[src/rtl/display_mux7_if.sv]
// Bundle of the load/operand inputs and display outputs of display_mux7.
// The master side drives the operands and load; the slave side is the display mux.
interface display_mux7_if;
    logic       load;
    logic [2:0] a;
    logic [2:0] b;
    logic [2:0] res;
    logic       ready;
    logic [6:0] seg;
    logic [3:0] an;
    logic       frame;

    modport master (
        output load, a, b, res,
        input  ready, seg, an, frame
    );

    modport slave (
        input  load, a, b, res,
        output ready, seg, an, frame
    );
endinterface

[src/rtl/display_mux7.sv]
// Four-digit multiplexed 7-segment driver showing A, B, a dash and the result.
// A captured triple is held for HOLD complete scan frames before a new load is taken.
//
// state  | meaning
// -------+-------------------------------------------------------------
// S_IDLE | ready=1, next load captures a/b/res
// S_HOLD | ready=0, counting frame pulses until HOLD frames completed
module display_mux7 #(
    parameter int DIV  = 50000,
    parameter int HOLD = 4
) (
    input  logic           clk,
    input  logic           rst_n,
    display_mux7_if.slave  bus
);

    localparam int CW = $clog2(DIV);
    localparam int FW = $clog2(HOLD + 1);
    localparam logic [6:0] DASH  = 7'b0111111;
    localparam logic [6:0] BLANK = 7'b1111111;

    typedef enum logic [0:0] {
        S_IDLE = 1'b0,
        S_HOLD = 1'b1
    } state_t;

    state_t          state;
    logic            ready_q;
    logic [FW-1:0]   fcnt;
    logic [2:0]      ra;
    logic [2:0]      rb;
    logic [2:0]      rr;
    logic [CW-1:0]   cnt;
    logic [1:0]      idx;
    logic [6:0]      seg_q;
    logic [3:0]      an_q;
    logic            tick;
    logic            frame_pulse;
    logic [6:0]      digit;

    function automatic logic [6:0] dec7(input logic [2:0] v);
        logic [6:0] s;
        case (v)
            3'd0:    s = 7'b1000000;
            3'd1:    s = 7'b1111001;
            3'd2:    s = 7'b0100100;
            3'd3:    s = 7'b0110000;
            3'd4:    s = 7'b0011001;
            3'd5:    s = 7'b0010010;
            3'd6:    s = 7'b0000010;
            default: s = 7'b1111000;
        endcase
        return s;
    endfunction

    assign tick        = (cnt == CW'(DIV - 1));
    assign frame_pulse = tick && (idx == 2'd3);

    always_comb begin
        digit = DASH;
        case (idx)
            2'd3:    digit = dec7(ra);
            2'd2:    digit = dec7(rb);
            2'd1:    digit = DASH;
            default: digit = dec7(rr);
        endcase
    end

    always_ff @(posedge clk) begin
        if (!rst_n) begin
            cnt <= '0;
            idx <= 2'd0;
        end else if (tick) begin
            cnt <= '0;
            idx <= idx + 2'd1;
        end else begin
            cnt <= cnt + 1'b1;
        end
    end

    // A frame pulse in the capture cycle is seen while still in S_IDLE, so it is not counted.
    always_ff @(posedge clk) begin
        if (!rst_n) begin
            state   <= S_IDLE;
            ready_q <= 1'b1;
            fcnt    <= '0;
            ra      <= 3'd0;
            rb      <= 3'd0;
            rr      <= 3'd0;
        end else begin
            case (state)
                S_IDLE: begin
                    if (bus.load && ready_q) begin
                        ra      <= bus.a;
                        rb      <= bus.b;
                        rr      <= bus.res;
                        fcnt    <= '0;
                        state   <= S_HOLD;
                        ready_q <= 1'b0;
                    end
                end
                S_HOLD: begin
                    if (frame_pulse) begin
                        if (fcnt == FW'(HOLD - 1)) begin
                            fcnt    <= '0;
                            state   <= S_IDLE;
                            ready_q <= 1'b1;
                        end else begin
                            fcnt <= fcnt + 1'b1;
                        end
                    end
                end
                default: begin
                    state   <= S_IDLE;
                    ready_q <= 1'b1;
                end
            endcase
        end
    end

    // Blank everything for the first count of each slot so the digit switch never ghosts.
    always_ff @(posedge clk) begin
        if (!rst_n || cnt == '0) begin
            an_q  <= 4'b1111;
            seg_q <= BLANK;
        end else begin
            an_q  <= ~(4'b0001 << idx);
            seg_q <= digit;
        end
    end

    assign bus.ready = ready_q;
    assign bus.seg   = seg_q;
    assign bus.an    = an_q;
    assign bus.frame = frame_pulse;

endmodule

[src/flat_wrapper.sv]
// flat-port wrapper written by rule: the top's interface ports become plain ports
module display_mux7_flat 
#(
    parameter int DIV  = 50000,
    parameter int HOLD = 4
)
  (clk, rst_n, bus_load, bus_a, bus_b, bus_res, bus_ready, bus_seg, bus_an, bus_frame);
  display_mux7_if bus_i ();
  input  logic clk;
  input  logic rst_n;
  input wire logic [$bits(bus_i.load)-1:0] bus_load;
  input wire logic [$bits(bus_i.a)-1:0] bus_a;
  input wire logic [$bits(bus_i.b)-1:0] bus_b;
  input wire logic [$bits(bus_i.res)-1:0] bus_res;
  output wire logic [$bits(bus_i.ready)-1:0] bus_ready;
  output wire logic [$bits(bus_i.seg)-1:0] bus_seg;
  output wire logic [$bits(bus_i.an)-1:0] bus_an;
  output wire logic [$bits(bus_i.frame)-1:0] bus_frame;
  assign bus_i.load = bus_load;
  assign bus_i.a = bus_a;
  assign bus_i.b = bus_b;
  assign bus_i.res = bus_res;
  assign bus_ready = bus_i.ready;
  assign bus_seg = bus_i.seg;
  assign bus_an = bus_i.an;
  assign bus_frame = bus_i.frame;
  display_mux7 #(.DIV(DIV), .HOLD(HOLD)) u_core (.clk(clk), .rst_n(rst_n), .bus(bus_i));
endmodule
[config.mk]
export PLATFORM = sky130hd
export DESIGN_NAME = display_mux7_flat
export DESIGN_NICKNAME = d
export VERILOG_FILES = /design/src/rtl/display_mux7_if.sv /design/src/rtl/display_mux7.sv /design/src/flat_wrapper.sv
export SDC_FILE = /design/constraint.sdc
export NUM_CORES = 1
export LEC_CHECK = 0
export ABC_AREA = 1
export CORE_MARGIN = 1
export CORE_UTILIZATION = 50
export DETAILED_ROUTE_END_ITERATION = 8
export PLACE_DENSITY = 0.85
export SYNTH_ARGS = -nofsm -noshare
export SYNTH_HDL_FRONTEND = slang
export SYNTH_SLANG_ARGS = --single-unit
[constraint.sdc]
create_clock -name clk -period 1.3 [get_ports clk]
set_input_delay 0.26 -clock clk [delete_from_list [all_inputs] [get_ports clk]]
set_output_delay 0.26 -clock clk [all_outputs]
set_load 0.005 [all_outputs]
==> metrics.md, run 1 <==
| Metric | Value |
|---|---|
| Minimum clock period | `1622 ps` |
| Number of unique standard cell types used by synthesis | `33` |
| Number of clock sinks | `43` |
| First-pass GRT wire length | `9.577 mm` |
| Pins Over Slew Limit | `0` |
| DR vias | `2516` |
| Clock root buffer | `sky130_fd_sc_hd__clkbuf_8` |
| Commonest cells in the netlist | `sky130_fd_sc_hd__nand2_1, sky130_fd_sc_hd__dfxtp_1, sky130_fd_sc_hd__inv_1, sky130_fd_sc_hd__a21oi_1, sky130_fd_sc_hd__nor2_1` |
| Relative area change from synthesis to final layout | `51.44%` |
| Instance count of the mapped netlist | `282` |
| Clock transition at the registers of the reported paths | `80 ps` |
| Switching power total | `815.6 µW` |
| Worst hold slack | `484.0 ps` |
| Arrival time at the worst endpoint | `1360 ps` |
| Leading register cell type out of synthesis | `sky130_fd_sc_hd__dfxtp_1` |
| Share of total power in sequential cells | `0.517` |
| Routed length per instance | `17.83 µm` |
| Slack of the worst reg-to-reg path | `-250 ps` |
| Fraction of power spent switching nets | `0.2908` |
| Share of the synthesized area in the top cell type | `0.4049` |
| Post-layout net count | `388` |
| Total routing usage reported by global routing | `0.2874` |
| Total DRC errors in the routed layout | `0` |
| Kind of end point of the critical path | `output pin` |
| Number of buffers inserted during clock tree synthesis | `5` |
| Leading cell types by total area after synthesis | `sky130_fd_sc_hd__dfxtp_1, sky130_fd_sc_hd__nand2_1, sky130_fd_sc_hd__inv_1` |
| Synth Warn # | `0` |
| Hold depth | `2` |
| Ratio of total power to cell area | `871.3 nW/µm²` |
| Number of top-level pins | `25` |
| Clock tree from TritonCTS | `done` |
| Initial DRC count | `265` |
| Clock group share of total power | `0.315` |
| Total count of hold-check failures in the final report | `0` |
| Number of antenna violations at the first check in global routing | `0` |
| Starting utilization of the core area | `0.5276` |
| Die height | `67.21 µm` |
| Aggregate routed wire length | `7.470 mm` |
| Min-delay src | `u_core.fcnt[2]` |
| Type of the worst setup path | `flop to output pin` |
| Number of enable flip-flop cells after synthesis | `0` |
| Source-to-sink clock delay at the later pin of the worst-skew pair | `320 ps` |
| Crit-path max FO | `2` |
| Slew HR | `0.7856` |
| Number of setup violations in the final report | `34` |
| Transition time at the pin with the least slew margin | `321.6 ps` |
| Mapped Nets | `302` |
| N_diodes | `0` |
| Required @ worst endpoint | `1040 ps` |
| Leak Pwr | `1.357 nW` |
| Dpl cells | `389` |
| Detailed placer's ending HPWL | `3.572 mm` |
| H-tree depth | `2` |
| Area leader, netlist | `sky130_fd_sc_hd__dfxtp_1` |
| Buffers on Ports | `24` |
| Full die area | `4517 µm²` |
| Routing usage on met2 | `0.4488` |
| Flip-flop and latch count after synthesis | `43` |
| Grt met1 use | `0.3656` |
| Share of cells above drive strength 1 | `0.3767` |
| Global route overflow | `0` |
| Most heavily used metal layer in global routing | `met2` |
| Vias per Instance | `6.005` |
| Floorplan Core Area | `4029 µm²` |
| Max-Cap Viols | `0` |
| Unrepaired setup endpoints after global routing | `yes` |
| Count of TritonRoute iterations in the first routing pass | `6` |
| Proportion of power drawn by combinational gates | `0.168` |
| Synth Area per Inst | `7.538 µm²` |
| Mapped cell area | `2126 µm²` |
| Dominant cell by count in the synthesized netlist | `sky130_fd_sc_hd__nand2_1` |
| Width of the chip | `67.21 µm` |
| Max frequency | `0.6166 GHz` |
| Share of synthesized area occupied by flip-flops and latches | `0.4049` |
| Fraction of the cycle the final worst path needs | `1.248` |
| GR Util met3 | `0.06926` |
| Maximum clock skew at final layout | `11.36 ps` |
| Endpoint of the lowest-slack register-to-register path | `u_core.bus.seg[2]` |
| Internal Pwr Total | `1.989 mW` |
| Startpoint type of the worst setup path | `flop` |
| Classification of the worst-slack hold path | `flop to flop` |
| Buffers from clock root to sink, at most | `2` |
| Worst-case setup margin in the final layout | `-321.8 ps` |
| Violated checks | `negative setup slack` |
| Depth of the worst register-to-register path | `11` |
| Fraction of registers with async set/reset | `0` |
| Row count | `23` |
| Worst R2R Start | `u_core.cnt[1]` |
| Via count of the first global-routing pass | `2143` |
| Final standard cell count with taps included and fillers excluded | `419` |
| Final weighted congestion in routability-driven placement | `0.8950` |
| Maximum number of pins on one net before global-route repair | `20` |
| Max VDD drop | `0.7421 mV` |
| Antenna Violating Nets Remaining | `0` |
| Outcome | `finished, violations left` |
| Worst-case hold path end point | `u_core.fcnt[2]` |
## flip-flops by register name, indices dropped and copies added (netlist names)
register / flops
u_core.bus.an: 4
u_core.bus.ready: 1
u_core.bus.seg: 7
u_core.cnt: 16
u_core.fcnt: 3
u_core.idx: 2
u_core.ra: 3
u_core.rb: 3
u_core.rr: 3
u_core.state: 1
## worst max-delay path, stage by stage (launching register included)
cell	delay, ps
sky130_fd_sc_hd__dfxtp_4	370
sky130_fd_sc_hd__ha_4	150
sky130_fd_sc_hd__nand3_4	80
sky130_fd_sc_hd__nor2_4	170
sky130_fd_sc_hd__nand2_4	90
sky130_fd_sc_hd__nor2_8	100
sky130_fd_sc_hd__buf_6	100
## area by class of cell
class                      instances  area (µm²)
timing repair buffer              82       709.4
multi-input combinational        194        1321
inverter                          42       166.4
tap                               50       62.56
clock buffer                       6       72.57
sequential                        43       874.6
fill                             219       809.5
clock inverter                     2       12.51
## metrics by stage
stage	util	TNS, ps	setup WS, ps	power [mW]	cell area, µm²
floorplan	-	0	1.665	1.616	2126
global placement	0.6658	-4490	-372.3	1.762	2683
detailed placement	0.6658	-5784	-398.8	1.775	2683
CTS	0.7422	-1173	-266.5	2.650	2990
global route	0.7991	-6536	-369.0	2.882	3219
finish	0.7991	-4728	-321.8	2.805	3219
## placed cells by master (no fill, tap or decap), drive strengths merged
cell / synthesis / final
a211oi: 1 / 1
a21oi: 27 / 27
a31oi: 1 / 1
buf: 2 / 59
clkbuf: 2 / 6
clkdlybuf4s50: 0 / 11
clkinv: 1 / 1
clkinvlp: 0 / 2
dfxtp: 43 / 43
dlygate4sd2: 0 / 12
ha: 8 / 8
inv: 41 / 41
nand2: 56 / 57
nand3: 20 / 20
nand3b: 2 / 2
nand4: 8 / 8
nor2: 29 / 29
nor3: 10 / 10
nor3b: 1 / 1
o211ai: 5 / 5
o21ai: 20 / 20
o22ai: 1 / 1
o31ai: 1 / 1
xnor2: 1 / 1
xor2: 2 / 2
## worst max-delay path by stage
stage / startpoint / end / slack (ps) / cells past startpoint
4_1_cts: u_core.cnt[6] / bus_frame / -270 / 7
2_1_floorplan: u_core.cnt[0] / u_core.cnt[7] / 2 / 7
5_1_grt: u_core.cnt[0] / bus_frame / -370 / 6
3_3_place_gp: u_core.cnt[0] / bus_frame / -370 / 6
6_report: u_core.cnt[0] / bus_frame / -320 / 6
3_5_place_dp: u_core.cnt[1] / bus_frame / -400 / 6
## logic make-up (layout without fill, tap and decap cells)
logic type | count (synthesis) | count (layout) | share of synthesized area
flip-flops | 43 | 43 | 0.4049
adder cells (fa/ha/maj) | 8 | 8 | 0.04709
AO/OA/AOI/OAI | 56 | 56 | 0.1448
buffers and inverters | 46 | 132 | 0.08534
XOR/XNOR | 3 | 3 | 0.01236
AND/OR/NAND/NOR | 126 | 127 | 0.3055
## per-layer routing
| layer | vias up | wire length [µm] |
|---|---|---|
| met1 | 1183 | 2871 |
| li1 | 1100 | - |
| met5 | - | 0 |
| met3 | 48 | 701 |
| met2 | 185 | 3556 |
| met4 | 0 | 341 |
## what timing repair did
action / CTS / global route
cloned: 0 / 1
pin swaps: 21 / 17
resized for setup: 70 / 40
hold buffers: 0 / 0
setup buffers: 9 / 13
endpoints found under the setup margin: 45 / 43
## power by group through the flow
stage / registers, mW / logic [mW] / clock network (mW)
floorplan: 1.46 / 0.154 / 0
global placement: 1.46 / 0.306 / 0
detailed placement: 1.46 / 0.314 / 0
CTS: 1.44 / 0.352 / 0.859
global route: 1.46 / 0.504 / 0.922
finish: 1.45 / 0.472 / 0.884
Note: power is estimated with default switching activity, not from simulation.
==> run 2, diff against run 1 <==
- TNS_END_PERCENT: not set -> 50
==> metrics.md, run 2 (synthesis results as in run 1) <==
| Metric | Value |
|---|---|
| Number of antenna violations at the first check in global routing | `0` |
| Buffers on Ports | `24` |
| Minimum clock period | `1596 ps` |
| Startpoint type of the worst setup path | `flop` |
| Starting utilization of the core area | `0.5276` |
| Min-delay src | `u_core.bus.ready` |
| Total routing usage reported by global routing | `0.2823` |
| Endpoint of the lowest-slack register-to-register path | `u_core.state` |
| Fraction of the cycle the final worst path needs | `1.228` |
| Routed length per instance | `18.02 µm` |
| Most common cell after layout, fill and taps aside | `sky130_fd_sc_hd__nand2_1` |
| Number of inserted filler cells in the final layout | `231` |
| Final weighted congestion in routability-driven placement | `0.8950` |
| Worst-case hold path end point | `u_core.bus.ready` |
| Count of TritonRoute iterations in the first routing pass | `5` |
| Number of buffers inserted during clock tree synthesis | `5` |
| Largest stage delay, worst path | `360 ps` |
| Width of the chip | `67.21 µm` |
| Hold Buf Count CTS | `0` |
| Floorplan Core Area | `4029 µm²` |
| H-tree depth | `2` |
| Share of total power in sequential cells | `0.531` |
| Source-to-sink clock delay at the later pin of the worst-skew pair | `320 ps` |
| Pins Over Slew Limit | `0` |
| Vias per Instance | `5.922` |
| Number of setup violations in the final report | `31` |
| Classification of the worst-slack hold path | `flop to flop` |
| Clock transition at the registers of the reported paths | `80 ps` |
| Clock group share of total power | `0.320` |
| Kind of end point of the critical path | `output pin` |
| Worst hold slack | `495.7 ps` |
| Core Util, Final | `0.8087` |
| Total Power | `2.728 mW` |
| FF+latch area | `888.4 µm²` |
| Switching power total | `790.1 µW` |
| Reg with most FFs | `u_core.cnt` |
| Worst slack at placement | `-398.8 ps` |
| Max frequency | `0.6264 GHz` |
| Number of clock sinks | `43` |
| Transition time at the pin with the least slew margin | `287.2 ps` |
| Buffers from clock root to sink, at most | `2` |
| Global route overflow | `0` |
| Cell with the biggest individual delay on the critical path | `sky130_fd_sc_hd__dfxtp_2` |
| Antenna Violating Nets Remaining | `0` |
| N_diodes | `0` |
| Aggregate routed wire length | `7.406 mm` |
| Share of cells above drive strength 1 | `0.4155` |
| Unrepaired setup endpoints after global routing | `yes` |
| Clock root buffer | `sky130_fd_sc_hd__clkbuf_8` |
| Crit-path max FO | `2` |
| Max FFs per register | `16` |
| Proportion of power drawn by combinational gates | `0.149` |
| Violated checks | `negative setup slack` |
| Total DRC errors in the routed layout | `0` |
| Ratio of total power to cell area | `837.2 nW/µm²` |
| Slack of the worst reg-to-reg path | `-200 ps` |
| Max VDD drop | `0.9656 mV` |
| Die height | `67.21 µm` |
| Maximum number of pins on one net before global-route repair | `20` |
| Area of the multi-input gates | `1394 µm²` |
| Number of top-level pins | `25` |
| Slew HR | `0.8083` |
| Via count of the first global-routing pass | `2049` |
| Internal Pwr Total | `1.938 mW` |
| Fraction of power spent switching nets | `0.2897` |
| Relative area change from synthesis to final layout | `53.27%` |
| Total count of hold-check failures in the final report | `0` |
| Top library cells by usage in the layout, fill and taps aside | `sky130_fd_sc_hd__nand2_1, sky130_fd_sc_hd__buf_4, sky130_fd_sc_hd__dfxtp_1, sky130_fd_sc_hd__inv_1, sky130_fd_sc_hd__a21oi_1` |
| First-pass GRT wire length | `9.494 mm` |
| Initial DRC count | `243` |
| DR vias | `2434` |
| Full die area | `4517 µm²` |
| Outcome | `finished, violations left` |
| Clock tree from TritonCTS | `done` |
| Max-Cap Viols | `0` |
| Maximum clock skew at final layout | `21.53 ps` |
| Worst-case setup margin in the final layout | `-296.4 ps` |
| Worst R2R Start | `u_core.cnt[0]` |
| Required @ worst endpoint | `1040 ps` |
| Row count | `23` |
| Cell chain of the critical path | `inv_2 > nor2_2 > nand2_2 > nor2_4 > nand2_4 > nor2_8 > buf_6` |
| Detailed placer's ending HPWL | `3.572 mm` |
| Arrival time at the worst endpoint | `1340 ps` |
| Depth of the worst register-to-register path | `9` |
| Type of the worst setup path | `flop to output pin` |
| Leak Pwr | `1.362 nW` |
| Hold depth | `2` |
| Post-layout net count | `380` |
-- run 2: cell types whose count changed in the layout (fill, tap and decap cells not counted), moves of 3 or more --
cell and change:
sky130_fd_sc_hd__inv_4 +4, sky130_fd_sc_hd__o21ai_0 +3, sky130_fd_sc_hd__dfxtp_1 -7, sky130_fd_sc_hd__a21oi_2 -3
sky130_fd_sc_hd__o21ai_1 -4, sky130_fd_sc_hd__dfxtp_2 +5, sky130_fd_sc_hd__buf_4 -8, sky130_fd_sc_hd__nand2_1 -4
sky130_fd_sc_hd__inv_1 -7
-- run 2: layer usage --
layer / routed length, µm / vias up / GRT usage
li1: - / 1094 / -
met1: 2890 / 1127 / 0.3747
met2: 3584 / 177 / 0.4425
met3: 686 / 36 / 0.06757
met4: 244 / 0 / 0.1037
met5: 0 / - / 0
-- run 2: worst max path at each step --
stage / start / end / slack [ps] / cells after the start
2_1_floorplan: u_core.cnt[0] / u_core.cnt[7] / 2 / 7
3_3_place_gp: u_core.cnt[0] / bus_frame / -370 / 6
3_5_place_dp: u_core.cnt[1] / bus_frame / -400 / 6
4_1_cts: u_core.cnt[6] / bus_frame / -270 / 7
5_1_grt: u_core.cnt[6] / bus_frame / -340 / 7
6_report: u_core.cnt[6] / bus_frame / -300 / 7
-- run 2: final cells by class --
| type | instances | area share |
|---|---|---|
| clock inverter | 2 | 0.003840 |
| inverter | 42 | 0.05568 |
| tap | 50 | 0.01920 |
| timing repair buffer | 74 | 0.1985 |
| sequential | 43 | 0.2727 |
| clock buffer | 6 | 0.02227 |
| multi-input combinational | 194 | 0.4278 |
-- run 2: power groups by stage --
stage	registers, mW	logic (mW)	clock network, mW
after global routing	1.46	0.442	0.918
after detailed placement	1.46	0.314	0
final	1.45	0.407	0.872
after global placement	1.46	0.306	0
after floorplan	1.46	0.154	0
after CTS	1.44	0.349	0.859
-- run 2: metrics by stage --
step	setup TNS (ps)	instances	cell area, µm²
after floorplan	0	282	2126
after global routing	-3810	411	3258
after detailed placement	-5784	389	2683
final	-2056	411	3258
after global placement	-4490	389	2683
after CTS	-1115	404	2975
-- run 2: critical path: cells and delay by family (launching register included) --
family | cells | cell delay [ps]
buffers and inverters | 2 | 140
flip-flops | 1 | 360
AND/OR/NAND/NOR | 5 | 510
-- run 2: repair_timing --
item,CTS,global route
resized for setup,67,75
gates cloned,0,1
setup buffers,8,13
setup endpoints to repair,45,43
pin swaps,18,35
==> run 3, diff against run 2 <==
- SKIP_CTS_REPAIR_TIMING: not set -> 1
==> metrics.md, run 3 (synthesis results as in run 1) <==
| Metric | Value |
|---|---|
| Outcome | `finished, violations left` |
| Violated checks | `negative setup slack` |
| Crit-path max FO | `8` |
| Depth of the worst register-to-register path | `10` |
| Number of setup violations in the final report | `22` |
| Unrepaired setup endpoints after global routing | `yes` |
| Proportion of power drawn by combinational gates | `0.144` |
| Most common cell after layout, fill and taps aside | `sky130_fd_sc_hd__nand2_1` |
| Kind of end point of the critical path | `flop` |
| Worst-case hold path end point | `u_core.cnt[15]` |
| Vias per Instance | `5.553` |
| Max-Cap Viols | `0` |
| Max FFs per register | `16` |
| Worst R2R Start | `u_core.cnt[1]` |
| Endpoint of the lowest-slack register-to-register path | `u_core.bus.seg[2]` |
| Type of the worst setup path | `flop to flop` |
| Post-route setup TNS | `-2877 ps` |
| Max frequency | `0.6253 GHz` |
| Required @ worst endpoint | `1520 ps` |
| Clock group share of total power | `0.320` |
| Share of total power in sequential cells | `0.535` |
| N_diodes | `0` |
| Width of the chip | `67.21 µm` |
| Row count | `23` |
| Total count of hold-check failures in the final report | `0` |
| Maximum number of pins on one net before global-route repair | `20` |
| Pins Over Slew Limit | `0` |
| Fraction of power spent switching nets | `0.2805` |
| Final standard cell count with taps included and fillers excluded | `405` |
| Number of top-level pins | `25` |
| Transition time at the pin with the least slew margin | `498.9 ps` |
| Core Util, Final | `0.7835` |
| Full die area | `4517 µm²` |
| Global route overflow | `0` |
| Maximum clock skew at final layout | `7.571 ps` |
| Hold depth | `2` |
| Initial DRC count | `147` |
| Minimum clock period | `1599 ps` |
| Clock root buffer | `sky130_fd_sc_hd__clkbuf_8` |
| Startpoint type of the worst setup path | `flop` |
| Dpl cells | `389` |
| Total DRC errors in the routed layout | `0` |
| Total routing usage reported by global routing | `0.2383` |
| Worst hold slack | `485.7 ps` |
| Clock tree from TritonCTS | `done` |
| Worst-case setup margin in the final layout | `-299.1 ps` |
| Fraction of the cycle the final worst path needs | `1.230` |
| Buffers from clock root to sink, at most | `2` |
| Leak Pwr | `1.340 nW` |
| DR vias | `2249` |
| Starting utilization of the core area | `0.5276` |
| Slack of the worst reg-to-reg path | `-300 ps` |
| Reg with most FFs | `u_core.cnt` |
| H-tree depth | `2` |
| Source-to-sink clock delay at the later pin of the worst-skew pair | `310 ps` |
| Max VDD drop | `0.6288 mV` |
| Floorplan Core Area | `4029 µm²` |
| Post-layout net count | `374` |
| Worst slack at placement | `-398.8 ps` |
| Clock transition at the registers of the reported paths | `80 ps` |
| Final weighted congestion in routability-driven placement | `0.8950` |
| Number of clock sinks | `43` |
| Classification of the worst-slack hold path | `flop to flop` |
| Routed length per instance | `16.09 µm` |
| Number of buffers inserted during clock tree synthesis | `5` |
| Arrival time at the worst endpoint | `1810 ps` |
| Share of cells above drive strength 1 | `0.3606` |
| Die height | `67.21 µm` |
| Antenna Violating Nets Remaining | `0` |
| Number of antenna violations at the first check in global routing | `0` |
| Count of TritonRoute iterations in the first routing pass | `5` |
| First-pass GRT wire length | `8.066 mm` |
| Via count of the first global-routing pass | `1921` |
| Ratio of total power to cell area | `853.1 nW/µm²` |
| Relative area change from synthesis to final layout | `48.50%` |
| Aggregate routed wire length | `6.517 mm` |
| Detailed placer's ending HPWL | `3.572 mm` |
| Buffers on Ports | `24` |
| Internal Pwr Total | `1.938 mW` |
| Switching power total | `755.3 µW` |
| Min-delay src | `u_core.cnt[15]` |
| Slew HR | `0.6670` |
| Top library cells by usage in the layout, fill and taps aside | `sky130_fd_sc_hd__nand2_1, sky130_fd_sc_hd__buf_4, sky130_fd_sc_hd__dfxtp_1, sky130_fd_sc_hd__inv_1, sky130_fd_sc_hd__a21oi_1` |
run 3: cell types whose count changed in the layout (fill, tap and decap cells not counted), moves of 3 or more:
cell	change
sky130_fd_sc_hd__dlygate4sd2_1	-12
sky130_fd_sc_hd__nand2_1	+3
sky130_fd_sc_hd__dfxtp_2	-3
sky130_fd_sc_hd__buf_6	-5
sky130_fd_sc_hd__nor2_1	+3
sky130_fd_sc_hd__dlymetal6s2s_1	+12
sky130_fd_sc_hd__dfxtp_1	+4
sky130_fd_sc_hd__nor2_2	-3
sky130_fd_sc_hd__nand2_4	-3
run 3: final cells by class:
class	instances	area, µm²
clock inverters	2	12.51
well taps	50	62.56
clock buffers	6	72.57
multi-input cells	194	1325
inverters	42	177.7
repair buffers	68	625.6
fillers	247	872.1
flip-flops and latches	43	880.8
run 3: metal layers:
metal / global-route usage / wire length, µm / vias to the layer above
li1: - / - / 1074
met1: 0.2961 / 2642 / 1034
met2: 0.3850 / 3290 / 117
met3: 0.06926 / 426 / 24
met4: 0.09574 / 158 / 0
met5: 0 / 0 / -
run 3: worst max-delay path: stages (launching register included):
cell                         delay (ps)
sky130_fd_sc_hd__dfxtp_4            360
sky130_fd_sc_hd__buf_4              130
sky130_fd_sc_hd__buf_6              120
sky130_fd_sc_hd__inv_4               50
sky130_fd_sc_hd__ha_4               100
sky130_fd_sc_hd__nand2_1             50
sky130_fd_sc_hd__nor2_1             130
sky130_fd_sc_hd__nand2_1             80
sky130_fd_sc_hd__nand2_2            110
sky130_fd_sc_hd__clkinvlp_4         210
sky130_fd_sc_hd__o211ai_1           170
run 3: through the flow:
step / area (µm²) / power [mW]
2_1_floorplan: 2126 / 1.616
3_3_place_gp: 2683 / 1.762
3_5_place_dp: 2683 / 1.775
4_1_cts: 2768 / 2.605
5_1_grt: 3157 / 2.782
6_report: 3157 / 2.693
run 3: worst max-delay path by stage:
stage | slack, ps | from | to | cells past startpoint
global placement | -370 | u_core.cnt[0] | bus_frame | 6
floorplan | 2 | u_core.cnt[0] | u_core.cnt[7] | 7
finish | -300 | u_core.cnt[1] | u_core.bus.seg[2] | 10
CTS | -740 | u_core.cnt[1] | bus_frame | 6
detailed placement | -400 | u_core.cnt[1] | bus_frame | 6
global route | -360 | u_core.cnt[1] | u_core.bus.seg[2] | 10
run 3: power by group through the flow:
stage | Combinational (mW) | Sequential (mW) | Clock, mW
final | 0.389 | 1.44 | 0.863
after global placement | 0.306 | 1.46 | 0
after global routing | 0.427 | 1.45 | 0.905
after detailed placement | 0.314 | 1.46 | 0
after floorplan | 0.154 | 1.46 | 0
after CTS | 0.315 | 1.43 | 0.859
